--- config.mk ---
export PLATFORM = sky130hd
export DESIGN_NAME = mul_accum
export DESIGN_NICKNAME = d
export VERILOG_FILES = /design/src/rtl/mul_pkg.sv /design/src/rtl/mul_accum_acc_add.sv /design/src/rtl/mul_accum.sv
export SDC_FILE = /design/constraint.sdc
export NUM_CORES = 1
export LEC_CHECK = 0
export CAP_MARGIN = 0
export CORE_AREA = 2 2 100 92
export DETAILED_ROUTE_END_ITERATION = 12
export DIE_AREA = 0 0 102 94
export PLACE_DENSITY_LB_ADDON = 0.12
export SYNTH_ARGS = -nofsm -noshare
export SYNTH_HDL_FRONTEND = slang
export SYNTH_SLANG_ARGS = --single-unit
--- constraint.sdc ---
create_clock -name clk -period 3.1 [get_ports clk]
set_clock_uncertainty 0.15 [all_clocks]
set_input_delay 0.465 -clock clk [delete_from_list [all_inputs] [get_ports clk]]
set_output_delay 0.465 -clock clk [all_outputs]
set_load 0.01 [all_outputs]
--- src/rtl/mul_pkg.sv ---
// Shared definitions for the multiply-accumulate datapath.
// Contents:
//   mul_acc_state_e  - accumulator sequencer states
//   MUL_N            - default operand width of the upstream multiplier
//   MUL_ACC_W        - default accumulator width
//   MUL_CNT_W        - default width of the product-count field
package mul_pkg;

   typedef enum logic [1:0] {
      IDLE  = 2'd0,
      ACCUM = 2'd1,
      DONE  = 2'd2
   } mul_acc_state_e;

   localparam int MUL_N     = 16;
   localparam int MUL_ACC_W = 40;
   localparam int MUL_CNT_W = 8;

endpackage

--- src/rtl/mul_accum_acc_add.sv ---
// acc_add: combinational ACC_W-bit unsigned adder for the accumulator.
// Ports:
//   a_i      in   ACC_W  current accumulator value
//   b_i      in   ACC_W  zero-extended product
//   sum_o    out  ACC_W  next accumulator value
//   carry_o  out  1      carry out of bit ACC_W-1
// Build option: MUL_ACCUM_SAT_EN selects saturating sum (all-ones on carry);
// when undefined the sum wraps modulo 2**ACC_W.
module acc_add #(
   parameter int ACC_W = 40
) (
   input  logic [ACC_W-1:0] a_i,
   input  logic [ACC_W-1:0] b_i,
   output logic [ACC_W-1:0] sum_o,
   output logic             carry_o
);

   logic [ACC_W:0] raw_sum;

   always_comb begin
      raw_sum = {1'b0, a_i} + {1'b0, b_i};
      carry_o = raw_sum[ACC_W];
`ifdef MUL_ACCUM_SAT_EN
      // Once saturated, any further nonzero add carries again and zero adds
      // leave all-ones in place, so the value sticks for the sequence.
      sum_o = carry_o ? {ACC_W{1'b1}} : raw_sum[ACC_W-1:0];
`else
      sum_o = raw_sum[ACC_W-1:0];
`endif
   end

endmodule

--- src/rtl/mul_accum.sv ---
// mul_accum: sums a programmed number of 2N-bit products into an ACC_W-bit
// accumulator and hands the result to writeback.
// Ports:
//   clk, rst         clock; synchronous active-high reset
//   start_i, len_i   begin a sequence of len_i products (len_i=0 -> empty)
//   prod_i           product, valid/ready with prod_valid_i / prod_ready_o
//   acc_o, ovf_o     result and sticky overflow, valid/ready with
//                    acc_valid_o / acc_ready_i
//   busy_o           sequencer not idle
// Build option: MUL_ACCUM_SAT_EN (see acc_add) saturates instead of wrapping.
//
// State table:
//   state | meaning
//   IDLE  | waiting for start_i
//   ACCUM | accepting products, one per cycle, until len reached
//   DONE  | result held on acc_o until acc_ready_i
module mul_accum
   import mul_pkg::*;
#(
   parameter int N     = MUL_N,
   parameter int ACC_W = MUL_ACC_W,
   parameter int CNT_W = MUL_CNT_W
) (
   input  logic             clk,
   input  logic             rst,
   input  logic             start_i,
   input  logic [CNT_W-1:0] len_i,
   input  logic [2*N-1:0]   prod_i,
   input  logic             prod_valid_i,
   output logic             prod_ready_o,
   output logic [ACC_W-1:0] acc_o,
   output logic             acc_valid_o,
   input  logic             acc_ready_i,
   output logic             ovf_o,
   output logic             busy_o
);

   localparam logic [CNT_W-1:0] CNT_ONE = CNT_W'(1);

   mul_acc_state_e   state_q, state_d;
   logic [ACC_W-1:0] acc_q, acc_d;
   logic             ovf_q, ovf_d;
   logic [CNT_W-1:0] cnt_q, cnt_d;
   logic [CNT_W-1:0] len_q, len_d;
   logic             prod_ready_q, prod_ready_d;
   logic             acc_valid_q, acc_valid_d;
   logic             busy_q, busy_d;

   logic [ACC_W-1:0] prod_ext;
   logic [ACC_W-1:0] add_sum;
   logic             add_carry;
   logic             start_ok;
   logic             prod_hs;

   always_comb begin
      prod_ext           = '0;
      prod_ext[2*N-1:0]  = prod_i;
   end

   acc_add #(
      .ACC_W (ACC_W)
   ) u_acc_add (
      .a_i     (acc_q),
      .b_i     (prod_ext),
      .sum_o   (add_sum),
      .carry_o (add_carry)
   );

   assign prod_hs = prod_valid_i && prod_ready_q;

   always_comb begin
      state_d  = state_q;
      acc_d    = acc_q;
      ovf_d    = ovf_q;
      cnt_d    = cnt_q;
      len_d    = len_q;
      start_ok = 1'b0;

      unique case (state_q)
         IDLE: start_ok = start_i;
         ACCUM: begin
            if (prod_hs) begin
               acc_d = add_sum;
               ovf_d = ovf_q | add_carry;
               cnt_d = cnt_q + CNT_ONE;
               if (cnt_q == len_q - CNT_ONE) begin
                  state_d = DONE;
               end
            end
         end
         DONE: begin
            if (acc_ready_i) begin
               state_d  = IDLE;
               start_ok = start_i;
            end
         end
         default: state_d = IDLE;
      endcase

      // A consumed result can be followed by a new start in the same cycle.
      if (start_ok) begin
         len_d   = len_i;
         acc_d   = '0;
         ovf_d   = 1'b0;
         cnt_d   = '0;
         state_d = (len_i != '0) ? ACCUM : DONE;
      end

      prod_ready_d = (state_d == ACCUM);
      acc_valid_d  = (state_d == DONE);
      busy_d       = (state_d != IDLE);
   end

   always_ff @(posedge clk) begin
      if (rst) begin
         state_q      <= IDLE;
         acc_q        <= '0;
         ovf_q        <= 1'b0;
         cnt_q        <= '0;
         len_q        <= '0;
         prod_ready_q <= 1'b0;
         acc_valid_q  <= 1'b0;
         busy_q       <= 1'b0;
      end else begin
         state_q      <= state_d;
         acc_q        <= acc_d;
         ovf_q        <= ovf_d;
         cnt_q        <= cnt_d;
         len_q        <= len_d;
         prod_ready_q <= prod_ready_d;
         acc_valid_q  <= acc_valid_d;
         busy_q       <= busy_d;
      end
   end

   assign prod_ready_o = prod_ready_q;
   assign acc_o        = acc_q;
   assign acc_valid_o  = acc_valid_q;
   assign ovf_o        = ovf_q;
   assign busy_o       = busy_q;

endmodule

== Yosys cells after proc, flatten, opt, wreduce, memory -nomap -nowiden ==
Cells that the tools add are included.

* Register bits: 62
* Input bits: 45
* Output and inout port bits: 44
* Word-level logic and storage cells: 31

* Add/sub/neg operators: 3
* Equal/unequal tests: 5
* Muxes and demuxes: 8
* Bitwise operators: 1
* Reductions and logical operators: 6

{| class="wikitable"
|+ Operators by type and width
! operator !! number
|-
| $add 40x32->41 || 1
|-
| $mux 2 || 5
|-
| $add 8x1->8 const B || 1
|-
| $eq 8x8->1 || 1
|-
| $reduce_bool 8->1 || 1
|-
| $sub 8x1->8 const B || 1
|-
| $pmux 2 s3 || 1
|-
| $eq 2x1->1 const B || 2
|-
| $eq 2x2->1 const B || 2
|-
| $logic_not 2->1 || 1
|-
| $pmux 1 s2 || 1
|-
| $reduce_and 2->1 || 1
|-
| $reduce_bool 2->1 || 1
|-
| $reduce_or 2->1 || 1
|-
| $logic_and 1x1->1 || 1
|-
| $mux 1 || 1
|-
| $or 1x1->1 || 1
|}

== Depth between registers and ports, before layout ==
Gate-level depths: netlist (run 1).

* Word-level depth: 7
* Depth in mapped cells: 12
* Mapped depth without buffers: 12

== By module ==
Synthesis (run 1) repeated with hierarchy kept, for this count alone.

* Cell total of the unflattened synthesis: 608
* Area total of the unflattened synthesis: 4660.7 um^2

{| class="wikitable"
|+ Modules (own cells, without submodules)
! module !! instances !! cells an instance !! area each (um^2)
|-
| mul_accum || 1 || 295 || 2452.4
|-
| acc_add || 1 || 313 || 2208.4
|}

== Worst setup path before layout (run 1) ==
Ideal clock, no wire load.

* Kind: input -> register
* From: input prod_i[0]
* To: register acc_q[28] (netlist: acc_o[28])
* Library setup time: 0.086 ns
* Data arrival time: 2.700 ns
* Required time: 2.864 ns
* Setup slack: 0.164 ns
* Stages on the path: 12
* Path buffers: 0
* Path through: ha_1 -> inv_1 -> fa_1 -> nor2b_4 -> o31a_1 -> o31a_1 -> or2_4 -> o311ai_4 -> o21ai_2 -> o31ai_2 -> xor2_1 -> a211oi_1

* Cells in the longest elaborated chain, start to end: 1

{| class="wikitable"
|+ Ends and longest elaborated chain
! element !! RTL line !! text
|-
| start, declared || mul_accum.sv:28 || <nowiki>input logic [2*N-1:0] prod_i,</nowiki>
|-
| $add 40x32->41 || mul_accum_acc_add.sv:21 || <nowiki>raw_sum = {1'b0, a_i} + {1'b0, b_i};</nowiki>
|-
| end signal, assigned || mul_accum.sv:117 || <nowiki>acc_q <= '0;</nowiki>
|-
| end signal, assigned || mul_accum.sv:126 || <nowiki>acc_q <= acc_d;</nowiki>
|-
| end, declared || mul_accum.sv:41 || <nowiki>logic [ACC_W-1:0] acc_q, acc_d;</nowiki>
|}

No other way between the ends.
A chain may end at the register's enable or synchronous reset.

== Worst setup path after layout (run 1) ==
* From: register acc_q[0] (netlist: acc_o[0])
* To: register acc_q[28] (netlist: acc_o[28])

* Cells in the longest elaborated chain, start to end: 1

{| class="wikitable"
|+ Ends and longest elaborated chain
! element !! RTL line
|-
| $add 40x32->41 || mul_accum_acc_add.sv:21
|}

No other way between the ends.

==> impl_metrics.csv, run 1 <==
group,metric,value,unit
run_status,status,"complete, no violations",
final_layout,syn_to_final_growth,41.8,%
flow_run,maxCapViolations,0,
clock_network,cts_buffers,9,
clock_network,clk_pin_slew,90,ps
floorplanning,start_util,0.512,
logic_synthesis,ys_seq_area_frac,0.286,
power_and_ir_drop,ir_drop,0.274,mV
logic_synthesis,yosysWarnings,0,
place,place_congestion,0.961,
logic_synthesis,synth.cell_area,4350,µm²
detailed_routing,wire_per_inst,15.3,µm
power_and_ir_drop,p_int,0.00155,W
power_and_ir_drop,leakage,2.58,nW
clock_network,cts-root-buf,"clkbuf_8",
critical_path,crit_path_top_delay_cell,"o311ai_4",
critical_path,crit_path_end_kind,"flip-flop",
clock_network,cts.sinks,62,
place,io_buffers,88,
place,dp_hpwl,8970,µm
power_and_ir_drop,seq_power_share,0.390,
final_layout,layout.nets,775,
power_and_ir_drop,power,0.00212,W
grt,grtUsageTotal,0.261,
logic_synthesis,ys_seq_elements,62,
floorplanning,placement_rows,32,
floorplanning,core,8490,µm²
critical_path,max_stage_delay,390,ps
clock_network,clock_path_buffers,2,
floorplanning,die_y,94,µm
logic_synthesis,synth_compound_area_frac,0.232,
clock_network,cts_tree,"done",
detailed_routing,drc,0,
critical_path,worstPathCellList,"ha_4 -> inv_2 -> fa_2 -> nor2b_4 -> o31a_1 -> o31a_1 -> or2_4 -> o311ai_4 -> o21ai_2 -> o31ai_2 -> xor2_1 -> a211oi_1",
grt,grt-ovfl-total,0,
place,pre_cts_ws,-420,ps
timing,hold_ws,323,ps
clock_network,clock_latency,350,ps
detailed_routing,postRouteAntennaNets,0,
power_and_ir_drop,switching_share,0.269,
final_layout,fill_cells,692,
timing,setup_viol,0,
final_layout,final_area,6160,µm²
logic_synthesis,syn_area_per_cell,7.99,µm²
final_layout,fin_cells,819,
detailed_routing,dr.first_iter.drc_count,161,
detailed_routing,via_per_inst,5.47,
timing,final_max_slew_viol_count,0,
logic_synthesis,synth-adder-area-share,0.103,
critical_path,r2r-start,"acc_o[0]",
critical_path,crit_arrival,3200,ps
power_and_ir_drop,power.density,344,nW/µm²
grt,grt_pass1_wl,20000,µm
clock_network,h-tree-depth,3,
logic_synthesis,synth_xor_area_frac,0.103,
floorplanning,boundaryPins,89,
timing,fin_crit,3090,ps
final_layout,num_antenna_cells,0,
floorplanning,dieWidth,102,µm
power_and_ir_drop,power.share.combinational,0.172,
critical_path,critical_path_class,"reg2reg",
power_and_ir_drop,p_clk_frac,0.438,
logic_synthesis,synth_enable_flop_cells,0,
grt,grt_pass1_vias,4358,
timing,max_slew_margin,0.660,
detailed_routing,wl,12500,µm
timing,fmax,324,MHz
clock_network,cts_hold_buf,0,
timing,rsz0062_at_grt,"true",
detailed_routing,drt-pass1-iter-count,4,
logic_synthesis,synth_nets,624,
power_and_ir_drop,switching_power,0.000572,W
critical_path,crit_family,"compound AO/OA/AOI/OAI gates",
critical_path,startpoint_type,"flip-flop",
detailed_routing,vias,4476,
logic_synthesis,synthFlopType,"dfxtp_1",
logic_synthesis,synthMuxAreaShare,0.0207,
critical_path,path_common_cell,"o31a_1",
timing,tightest_slew,505,ps
final_layout,drive_gt1_frac,0.177,
floorplanning,dieArea,9590,µm²
grt,grt_max_degree,50,
critical_path,crit_buf_inv,1,
logic_synthesis,synth_top_family_by_area,"compound AO/OA/AOI/OAI gates",
place,dp.cells,801,
critical_path,cp.required,3210,ps
hold_path,min_from,"acc_o[6]",
critical_path,crit_path_max_fanout,3,
timing,min_period_over_period,0.996,
grt,antenna_found_initial,0,
timing,timing.final.ws_setup,11.6,ps
logic_synthesis,syn_inst,544,
logic_synthesis,synth.distinct_cells,59,
hold_path,hold_class,"reg2reg",
logic_synthesis,synth_simple_gate_area_frac,0.213,
logic_synthesis,ys_async_sr_fraction,0,
critical_path,startpoint,"acc_o[0]",
place,dpl_cell_area,5790,µm²
timing,hold_viol,0,
==> layer usage <==
metal | global-route usage | vias up | share of wire
li1 | - | 2238 | -
met3 | 0.0543 | 10 | 0.042
met2 | 0.457 | 118 | 0.50
met1 | 0.329 | 2110 | 0.45
met4 | 0.0578 | 0 | 0.0085
met5 | 0 | - | 0
==> synthesized netlist by cell type (4+ instances only) <==
cell / n / area [µm²]
xor2_1: 26 / 228
nand4_1: 7 / 43.8
or3_1: 5 / 31.3
nor3_1: 6 / 30.0
a31oi_1: 6 / 37.5
and3_1: 9 / 56.3
clkbuf_1: 14 / 52.6
inv_1: 11 / 41.3
or2_2: 6 / 37.5
nand3_1: 12 / 60.1
o21bai_1: 6 / 45.0
dfxtp_1: 62 / 1240
buf_4: 4 / 30.0
o21a_1: 5 / 37.5
o211ai_1: 5 / 37.5
mux2i_1: 9 / 90.1
o21ai_0: 25 / 125
ha_1: 34 / 425
a21oi_1: 63 / 315
nor2_1: 52 / 195
nor2b_1: 10 / 62.6
nand2_1: 68 / 255
a211oi_1: 13 / 97.6
xnor2_1: 25 / 219
nor4_1: 4 / 25.0
a21o_1: 14 / 105
==> worst reg2reg max path, delay by kind of cell, from the launching register on <==
family / cells / cell delay (ps)
adders and majority gates: 2 / 390
xor gates and xnor gates: 1 / 100
DFF: 1 / 350
AOI/OAI and AO/OA: 6 / 1650
buffers and inverters: 1 / 60
and+or+nand+nor: 2 / 300
==> state kept, by name, indices dropped and copies added (netlist names) <==
name	flops
state_q	2
prod_ready_o	1
cnt_q	8
busy_o	1
acc_valid_o	1
len_q	8
ovf_o	1
acc_o	40
==> power by group through the flow <==
| stage | Combinational [W] | Sequential, W | Clock, W |
|---|---|---|---|
| after global routing | 0.000398 | 0.000829 | 0.000977 |
| after floorplan | 0.000196 | 0.000844 | 0 |
| after CTS | 0.000357 | 0.000826 | 0.000941 |
| after global placement | 0.000343 | 0.000844 | 0 |
| after detailed placement | 0.000352 | 0.000845 | 0 |
| final | 0.000365 | 0.000827 | 0.000930 |
==> layout by cell type, fill, tap and decap left out, types with 4 or more instances in the layout <==
cell type	synthesis	final
clkdlybuf4s50_1	0	85
buf_4	4	74
nand2_1	68	68
dfxtp_1	62	61
a21oi_1	63	59
nor2_1	52	51
ha_1	34	30
xor2_1	26	26
xnor2_1	25	25
o21ai_0	25	21
a21o_1	14	14
a211oi_1	13	13
nand3_1	12	12
inv_1	11	10
nor2b_1	10	10
and3_1	9	9
mux2i_1	9	9
clkbuf_8	0	9
nand4_1	7	7
or2_2	6	6
a31oi_1	6	6
nor3_1	6	6
or3_1	5	5
o21a_1	5	5
o21bai_1	6	5
o211ai_1	5	5
nor4_1	4	4
a21oi_2	0	4
ha_4	0	4
==> cells by family (layout without fill, tap and decap cells) <==
family / count (synthesis) / in the layout
XOR/XNOR: 51 / 51
AND/OR/NAND/NOR: 195 / 195
buffers and inverters: 34 / 190
multiplexers: 9 / 9
flip-flops: 62 / 62
adder cells (fa/ha/maj): 35 / 35
AO/OA/AOI/OAI: 158 / 158
==> final timing paths <==
check	to	slack [ps]	cells after the start
worst min register to register	acc_o[6]	320	2
worst min-delay path	acc_o[6]	320	2
worst max-delay path	acc_o[28]	10	12
worst max register to register	acc_o[28]	10	12
==> through the flow <==
stage / setup TNS, ps / utilization
finish: 0 / 0.726
global route: -133 / 0.726
CTS: 0 / 0.713
detailed placement: -6760 / 0.683
global placement: -5380 / 0.683
floorplan: 0 / -
==> area by class of cell <==
class / instances / area (µm²) / area share
clock buffer: 9 / 124 / 0.0201
clock inverter: 7 / 128 / 0.0207
inverter: 11 / 41.3 / 0.00670
multi-input combinational: 448 / 3010 / 0.489
sequential: 62 / 1240 / 0.202
tap: 119 / 149 / 0.0242
timing repair buffer: 163 / 1460 / 0.238
==> repair_timing <==
action                                  in CTS  in global routing
setup buffers                                0                  2
endpoints found under the setup margin       6                 15
pin swaps                                    3                 16
gates resized for setup                      2                 22
(Power assumes the default switching activity.)
==> run 2, diff against run 1 <==
Settings changed: CORE_AREA 2 2 100 92 to 2 2 102 94, DIE_AREA 0 0 102 94 to 0 0 104 96, REMOVE_ABC_BUFFERS set to 1, TNS_END_PERCENT set to 10.
==> run 2 against run 1 <==
Against the previous run: flip-flop and latch count did not move; cell count rose by 1.3%; first-iteration DRC count grew 28%; critical path depth fell by 1; routed wire length decreased by 1.7%; cell area about the same; via count decreased by 0.76%; register-to-register slack improved by 70 ps; sequential share of layout area barely moved; clock power shrank 9.0%; sequential power barely moved; critical endpoint unchanged.
==> impl_metrics.csv, run 2 (same netlist as run 1, synthesis figures left out) <==
group,metric,value,unit
run_status,status,"complete, no violations",
grt,grt_pass1_wl,20700,µm
final_layout,final_area,6160,µm²
power_and_ir_drop,leakage,2.60,nW
floorplanning,dieWidth,104,µm
timing,rsz0062_at_grt,"true",
detailed_routing,wl,12300,µm
detailed_routing,drt-pass1-iter-count,4,
power_and_ir_drop,ir_drop,0.211,mV
detailed_routing,via_per_inst,5.35,
flow_run,maxCapViolations,0,
floorplanning,core,8920,µm²
critical_path,worstPathCellList,"clkdlybuf4s50_1 -> ha_4 -> o21a_1 -> o31a_1 -> o31a_1 -> or2_4 -> o311ai_4 -> o21ai_2 -> o31ai_2 -> xor2_1 -> a211oi_1",
place,io_buffers,88,
timing,max_slew_margin,0.299,
final_layout,layout_common_cells,"85 x clkdlybuf4s50_1, 83 x buf_4, 68 x nand2_1, 61 x a21oi_1, 61 x dfxtp_1",
grt,grt_max_degree,50,
hold_path,hold_class,"reg2reg",
final_layout,layout.nets,783,
power_and_ir_drop,power.density,330,nW/µm²
critical_path,max_stage_delay,510,ps
critical_path,crit_path_top_delay_cell,"clkdlybuf4s50_1",
critical_path,path_common_cell,"o31a_1",
clock_network,cts_hold_buf,0,
timing,timing.final.ws_setup,63.3,ps
grt,grt_pass1_vias,4460,
timing,fmax,329,MHz
place,place_congestion,0.921,
detailed_routing,wire_per_inst,14.8,µm
timing,final_max_slew_viol_count,0,
critical_path,critical_path_class,"in2reg",
critical_path,crit_arrival,3140,ps
timing,fin_tns_setup,0,ps
critical_path,reg2regPathDepth,12,
floorplanning,placement_rows,33,
critical_path,r2r_slack,80,ps
detailed_routing,postRouteAntennaNets,0,
floorplanning,start_util,0.487,
floorplanning,boundaryPins,89,
place,dpl_cell_area,5830,µm²
clock_network,clk_pin_slew,80,ps
power_and_ir_drop,power,0.00204,W
critical_path,cp.required,3210,ps
floorplanning,dieArea,9980,µm²
clock_network,h-tree-depth,3,
clock_network,clock_latency,350,ps
floorplanning,die_y,96,µm
timing,min_period_over_period,0.980,
critical_path,startpoint_type,"primary input",
hold_path,min_path_cells,2,
timing,hold_viol,0,
detailed_routing,vias,4442,
timing,tightest_slew,1050,ps
clock_network,cts-root-buf,"clkbuf_8",
final_layout,fill_cells,752,
final_layout,drive_gt1_frac,0.182,
timing,setup_viol,0,
place,dp_hpwl,9060,µm
grt,antenna_found_initial,0,
place,pre_cts_ws,-489,ps
clock_network,clock_path_buffers,2,
critical_path,crit_path_end_kind,"flip-flop",
clock_network,cts.sinks,62,
detailed_routing,drc,0,
final_layout,num_antenna_cells,0,
final_layout,layout_commonest_cell,"clkdlybuf4s50_1",
timing,fin_crit,3040,ps
detailed_routing,dr.first_iter.drc_count,206,
grt,grt-ovfl-total,0,
critical_path,crit_path_max_fanout,5,
clock_network,cts_buffers,9,
final_layout,largest_reg_flops,40,
clock_network,cts_tree,"done",
final_layout,syn_to_final_growth,41.8,%
grt,grtUsageTotal,0.253,
## run 2: changes by cell type in the layout (fill, tap and decap cells not counted), moves of 2 or more
| cell | before | now |
|---|---|---|
| a21oi_1 | 59 | 61 |
| buf_4 | 74 | 83 |
| o21ai_1 | 3 | 5 |
| a21oi_2 | 4 | 2 |
## run 2: metal layers
metal  global-route usage  up-vias  wire, µm
met5                    0        -         0
met4               0.0822        0       148
met3               0.0393       13       509
met2                0.435       97      5720
met1                0.330     2066      5910
li1                     -     2266         -
## run 2: area by class of cell
class	instances	area, µm²	share of cell area
multi-input combinational	448	2990	0.485
inverter	11	41.3	0.00670
tap	122	153	0.0248
sequential	62	1240	0.202
clock inverter	7	103	0.0166
timing repair buffer	171	1510	0.245
clock buffer	9	124	0.0201
## run 2: power breakdown
part / switching, W / total, W / leakage (nW) / internal, W
clock network: 0.000380 / 0.000846 / 0.117 / 0.000466
registers: 0.0000156 / 0.000827 / 0.502 / 0.000811
logic: 0.000172 / 0.000364 / 1.98 / 0.000192
total: 0.000567 / 0.00204 / 2.60 / 0.00147
## run 2: path summary, 6_finish.rpt
| path | start | end |
|---|---|---|
| worst max-delay path | prod_i[3] | acc_o[28] |
| worst min-delay path | acc_o[7] | acc_o[7] |
| worst max register to register | acc_o[0] | acc_o[28] |
| worst min register to register | acc_o[7] | acc_o[7] |
## run 2: critical path, delay by kind of cell
family                     cells  cell delay (ps)
and+or+nand+nor                1              250
buffers and inverters          1              510
AOI/OAI and AO/OA              7             1590
adders and majority gates      1              230
xor gates and xnor gates       1               90
## run 2: through the flow
step                      cells   util  hold slack, ps
after floorplan             521      -             327
after global placement      810  0.654             306
after detailed placement    810  0.654             318
after CTS                   827  0.680             331
after global routing        830  0.691             360
final                       830  0.691             327
## run 2: timing repair
item / in CTS / in global routing
endpoints found under the hold margin: 0 / 0
pin swaps: 6 / 14
setup buffers: 1 / 3
cloned: 0 / 0
setup endpoints to repair: 11 / 21
resized for setup: 2 / 20
==> patch 1: new RTL, config.mk and constraints of run 1 <==
The 3 states of `mul_acc_state_e` get a one-hot encoding in 3 bits.
--- a/src/rtl/mul_pkg.sv
+++ b/src/rtl/mul_pkg.sv
@@ -6,10 +6,10 @@
 //   MUL_CNT_W        - default width of the product-count field
 package mul_pkg;
 
-   typedef enum logic [1:0] {
-      IDLE  = 2'd0,
-      ACCUM = 2'd1,
-      DONE  = 2'd2
+   typedef enum logic [2:0] {
+      IDLE  = 3'b001,
+      ACCUM = 3'b010,
+      DONE  = 3'b100
    } mul_acc_state_e;
 
    localparam int MUL_N     = 16;
Behaviour: no difference found for any inputs over 10 cycles, from zero or initial values and one cycle with rst high; not proved beyond that.
==> patch 1 against run 1 <==
Power shrank 13%; routed wire length decreased by 1.3%; synthesized cell count rose by 1.1%; via count is 2.9% higher; register-to-register slack gained 0.22 ns; fmax up 1.3%; design area down 2.6%; count of clock-buffer cells in the layout grew 1; sequential power is 0.6% higher; area after synthesis is 1.6% lower; sequential cell count is 1 higher; setup slack improved by 0.039 ns; critical endpoint unchanged.
==> patch 1: results (changes against run 1) <==
wire length on met2 - 5.995 mm (was 6.223 mm)
fin util - 70.67% (was 72.58%)
pre-CTS setup slack - -0.4266 ns (was -0.4197 ns)
R2R setup slack - 0.23 ns (was 0.01 ns)
Max IR drop VDD - 278.2 uV (was 274.4 uV)
Finished Layout Cells - 821 (was 819)
grt met2 use - 45.23% (was 45.72%)
adder-cell share of the synthesized area - 10.42% (was 10.25%)
Iter 0 DRT Violations - 158 (was 161)
worst setup path startpoint - prod_i[12] (was acc_o[0]$_SDFFE_PP0P_)
drt total wl - 12.34 mm (was 12.50 mm)
mux cell area share after synthesis - 2.370% (was 2.073%)
Tmin final - 3.049 ns (was 3.088 ns)
status - complete, no violations (unchanged)
placed cells - 796 (was 801)
vias in the first global route - 4,486 (was 4,358)
Syn Nets - 630 (was 624)
met1 usage - 32.91% (was 32.92%)
average size of a mapped cell - 7.776 sq um (was 7.988 sq um)
CP max stage cell - clkdlybuf4s50_1 (was o311ai_4)
Leak - 0.002498 uW (was 0.002584 uW)
fraction of area in multi-input gates - 48.92% (was 48.90%)
DP HPWL - 9.019 mm (was 8.974 mm)
Synth top cells by count - nand2_1, dfxtp_1, a21oi_1, nor2_1, ha_1 (was nand2_1, a21oi_1, dfxtp_1, nor2_1, ha_1)
first-pass GRT wire length - 20.11 mm (was 19.96 mm)
ClkCell Share - 3.150% (was 4.082%)
Crit path arrival time - 3.11 ns (was 3.20 ns)
GRT Util Overall - 26.18% (was 26.13%)
## patch 1: cell count changes after synthesis, sizes merged, moves of 7 or more
| cell | run 1 | this run |
|---|---|---|
| a211oi | 14 | 3 |
| nand2 | 68 | 77 |
| nor3 | 7 | 16 |
| o21ai | 26 | 19 |
| nand3 | 12 | 27 |
| nor2 | 52 | 43 |
## patch 1: report_power, final
part | leakage, uW | switching (uW) | internal, uW | total, uW
Clock | 0.0000960 | 355 | 369 | 724
Sequential | 0.000509 | 11.9 | 820 | 832
Combinational | 0.00189 | 141 | 151 | 292
## patch 1: kinds of logic (layout without fill, tap and decap cells)
kind of cell,after synthesis,count (layout)
buf+inv,36,188
xor+xnor,44,44
fa+ha+maj,35,35
simple gates,225,225
compound gates,137,137
mux,10,10
flops,63,63
## patch 1: tightest hold or removal path, stage by stage, from the launching register on
cell and delay, ns:
dfxtp_1 0.33, nand2_1 0.06, a21oi_1 0.05
==> patch 2: new RTL, settings of run 1 <==
Without the edit above. Change the package constant `MUL_CNT_W` from 8 to 6.
--- a/src/rtl/mul_pkg.sv
+++ b/src/rtl/mul_pkg.sv
@@ -14,7 +14,7 @@
 
    localparam int MUL_N     = 16;
    localparam int MUL_ACC_W = 40;
-   localparam int MUL_CNT_W = 8;
+   localparam int MUL_CNT_W = 6;
 
 endpackage
 
Interface: changed (resized len_i); port bits go from 89 to 87. No check against the original RTL was run, so the function may have changed too.
==> patch 2 against run 1 <==
Design area down 3.3%; non-clock buffer count down 10; setup slack better by 0.084 ns; routed wire length down 3.0%; sequential share of layout area down 0.67 points; global-route usage down 0.083 points; power down 5.1%; largest cell class unchanged; core utilization down 2.4 points; sequential cell count down 4; area after synthesis down 0.49%; die area unchanged; synthesized cell count unchanged.
==> patch 2: results (changes against run 1) <==
status - complete, no violations (unchanged)
Crit Path Max Fanout - 6 (was 3)
Iter 0 DRT Violations - 198 (was 161)
pin count of the biggest net entering global routing - 35 (was 50)
hold path start - acc_o[0]$_SDFFE_PP0P_ (was acc_o[6]$_SDFFE_PP0P_)
Leak - 0.002517 uW (was 0.002584 uW)
routed len/inst - 15.06 um (was 15.26 um)
CP max stage cell - clkdlybuf4s50_1 (was o311ai_4)
Max IR drop VDD - 335.6 uV (was 274.4 uV)
Post-Synth XOR/XNOR Area - 7.292% (was 10.28%)
mux cell area share after synthesis - 2.315% (was 2.073%)
first-pass GRT wire length - 20.27 mm (was 19.96 mm)
pre-CTS setup slack - -0.2528 ns (was -0.4197 ns)
GRT Util Overall - 26.04% (was 26.13%)
Nets - 759 (was 775)
distinct cell type count of the synthesized netlist - 68 (was 59)
Area after DPL - 0.005703 sq mm (was 0.005794 sq mm)
Hold Path End - acc_o[0]$_SDFFE_PP0P_ (was acc_o[6]$_SDFFE_PP0P_)
Synth top cells by count - nand2_1, dfxtp_1, a21oi_1, nor2_1, ha_1 (was nand2_1, a21oi_1, dfxtp_1, nor2_1, ha_1)
PostCTS Resize Cnt - 0 (was 2)
Seq pwr share - 38.2% (was 39.0%)
worst r2r src - acc_o[14]$_SDFFE_PP0P_ (was acc_o[0]$_SDFFE_PP0P_)
Finished Layout Cells - 805 (was 819)
Internal - 1473 uW (was 1550 uW)
Largest stage delay, worst path - 0.41 ns (was 0.39 ns)
share of layout cells above drive strength 1 - 15.74% (was 17.71%)
R2R setup slack - 0.31 ns (was 0.01 ns)
Comb power frac - 16.8% (was 17.2%)
DP HPWL - 9.099 mm (was 8.974 mm)
complex-gate fraction of the synthesized area - 25.26% (was 23.18%)
Slew @ Worst Pin - 0.4882 ns (was 0.5051 ns)
FF-to-FF path depth - 10 (was 12)
average size of a mapped cell - 7.949 sq um (was 7.988 sq um)
Flop+latch power - 770 uW (was 827 uW)
adder-cell share of the synthesized area - 10.30% (was 10.25%)
Seq/Total Area, Yosys - 26.85% (was 28.56%)
largest cells by area after synthesis - dfxtp_1, ha_1, a21oi_1 (unchanged)
[patch 2: cell types whose count changed after synthesis, moves of 6 or more]
cell,before,now
nor2_1,52,38
nor2b_1,10,3
nor3_1,6,14
nand3_1,12,25
a21oi_1,63,51
xor2_1,26,11
a21o_1,14,20
[patch 2: cell families (layout without fill, tap and decap cells)]
group / count (synthesis) / in the layout
simple gates: 208 / 208
compound gates: 162 / 162
flops: 58 / 58
xor+xnor: 36 / 36
fa+ha+maj: 35 / 35
buf+inv: 35 / 177
mux: 10 / 10
[patch 2: worst max-delay path by stage]
| stage | endpoint | depth (start not counted) | slack [ns] | startpoint |
|---|---|---|---|---|
| 2_1_floorplan | acc_o[34]$_SDFFE_PP0P_ | 10 | 0.25 | prod_i[0] |
| 3_3_place_gp | acc_o[28]$_SDFFE_PP0P_ | 11 | -0.16 | prod_i[14] |
| 3_5_place_dp | acc_o[28]$_SDFFE_PP0P_ | 11 | -0.25 | prod_i[14] |
| 4_1_cts | acc_o[28]$_SDFFE_PP0P_ | 11 | 0.10 | prod_i[14] |
| 5_1_grt | acc_o[28]$_SDFFE_PP0P_ | 11 | 0.009 | prod_i[15] |
| 6_report | acc_o[26]$_SDFFE_PP0P_ | 12 | 0.1 | prod_i[15] |
[patch 2: layer usage]
layer | part of all wire, % | wire length (um) | global-route usage, % | vias up
met4 | 1.0 | 124 | 7.000 | 0
li1 | - | - | - | 2282
met5 | 0 | 0 | 0 | -
met2 | 47 | 5713 | 43.97 | 142
met3 | 5.4 | 653 | 4.390 | 15
met1 | 46 | 5633 | 34.25 | 2138
[patch 2: layout make-up]
class,instances,area [sq um]
repair buffers,153,1364
well taps,119,148.9
multi-input cells,451,3005
clock inverters,7,123.9
clock buffers,9,123.9
inverters,8,30.03
fillers,718,2531
flip-flops and latches,58,1161
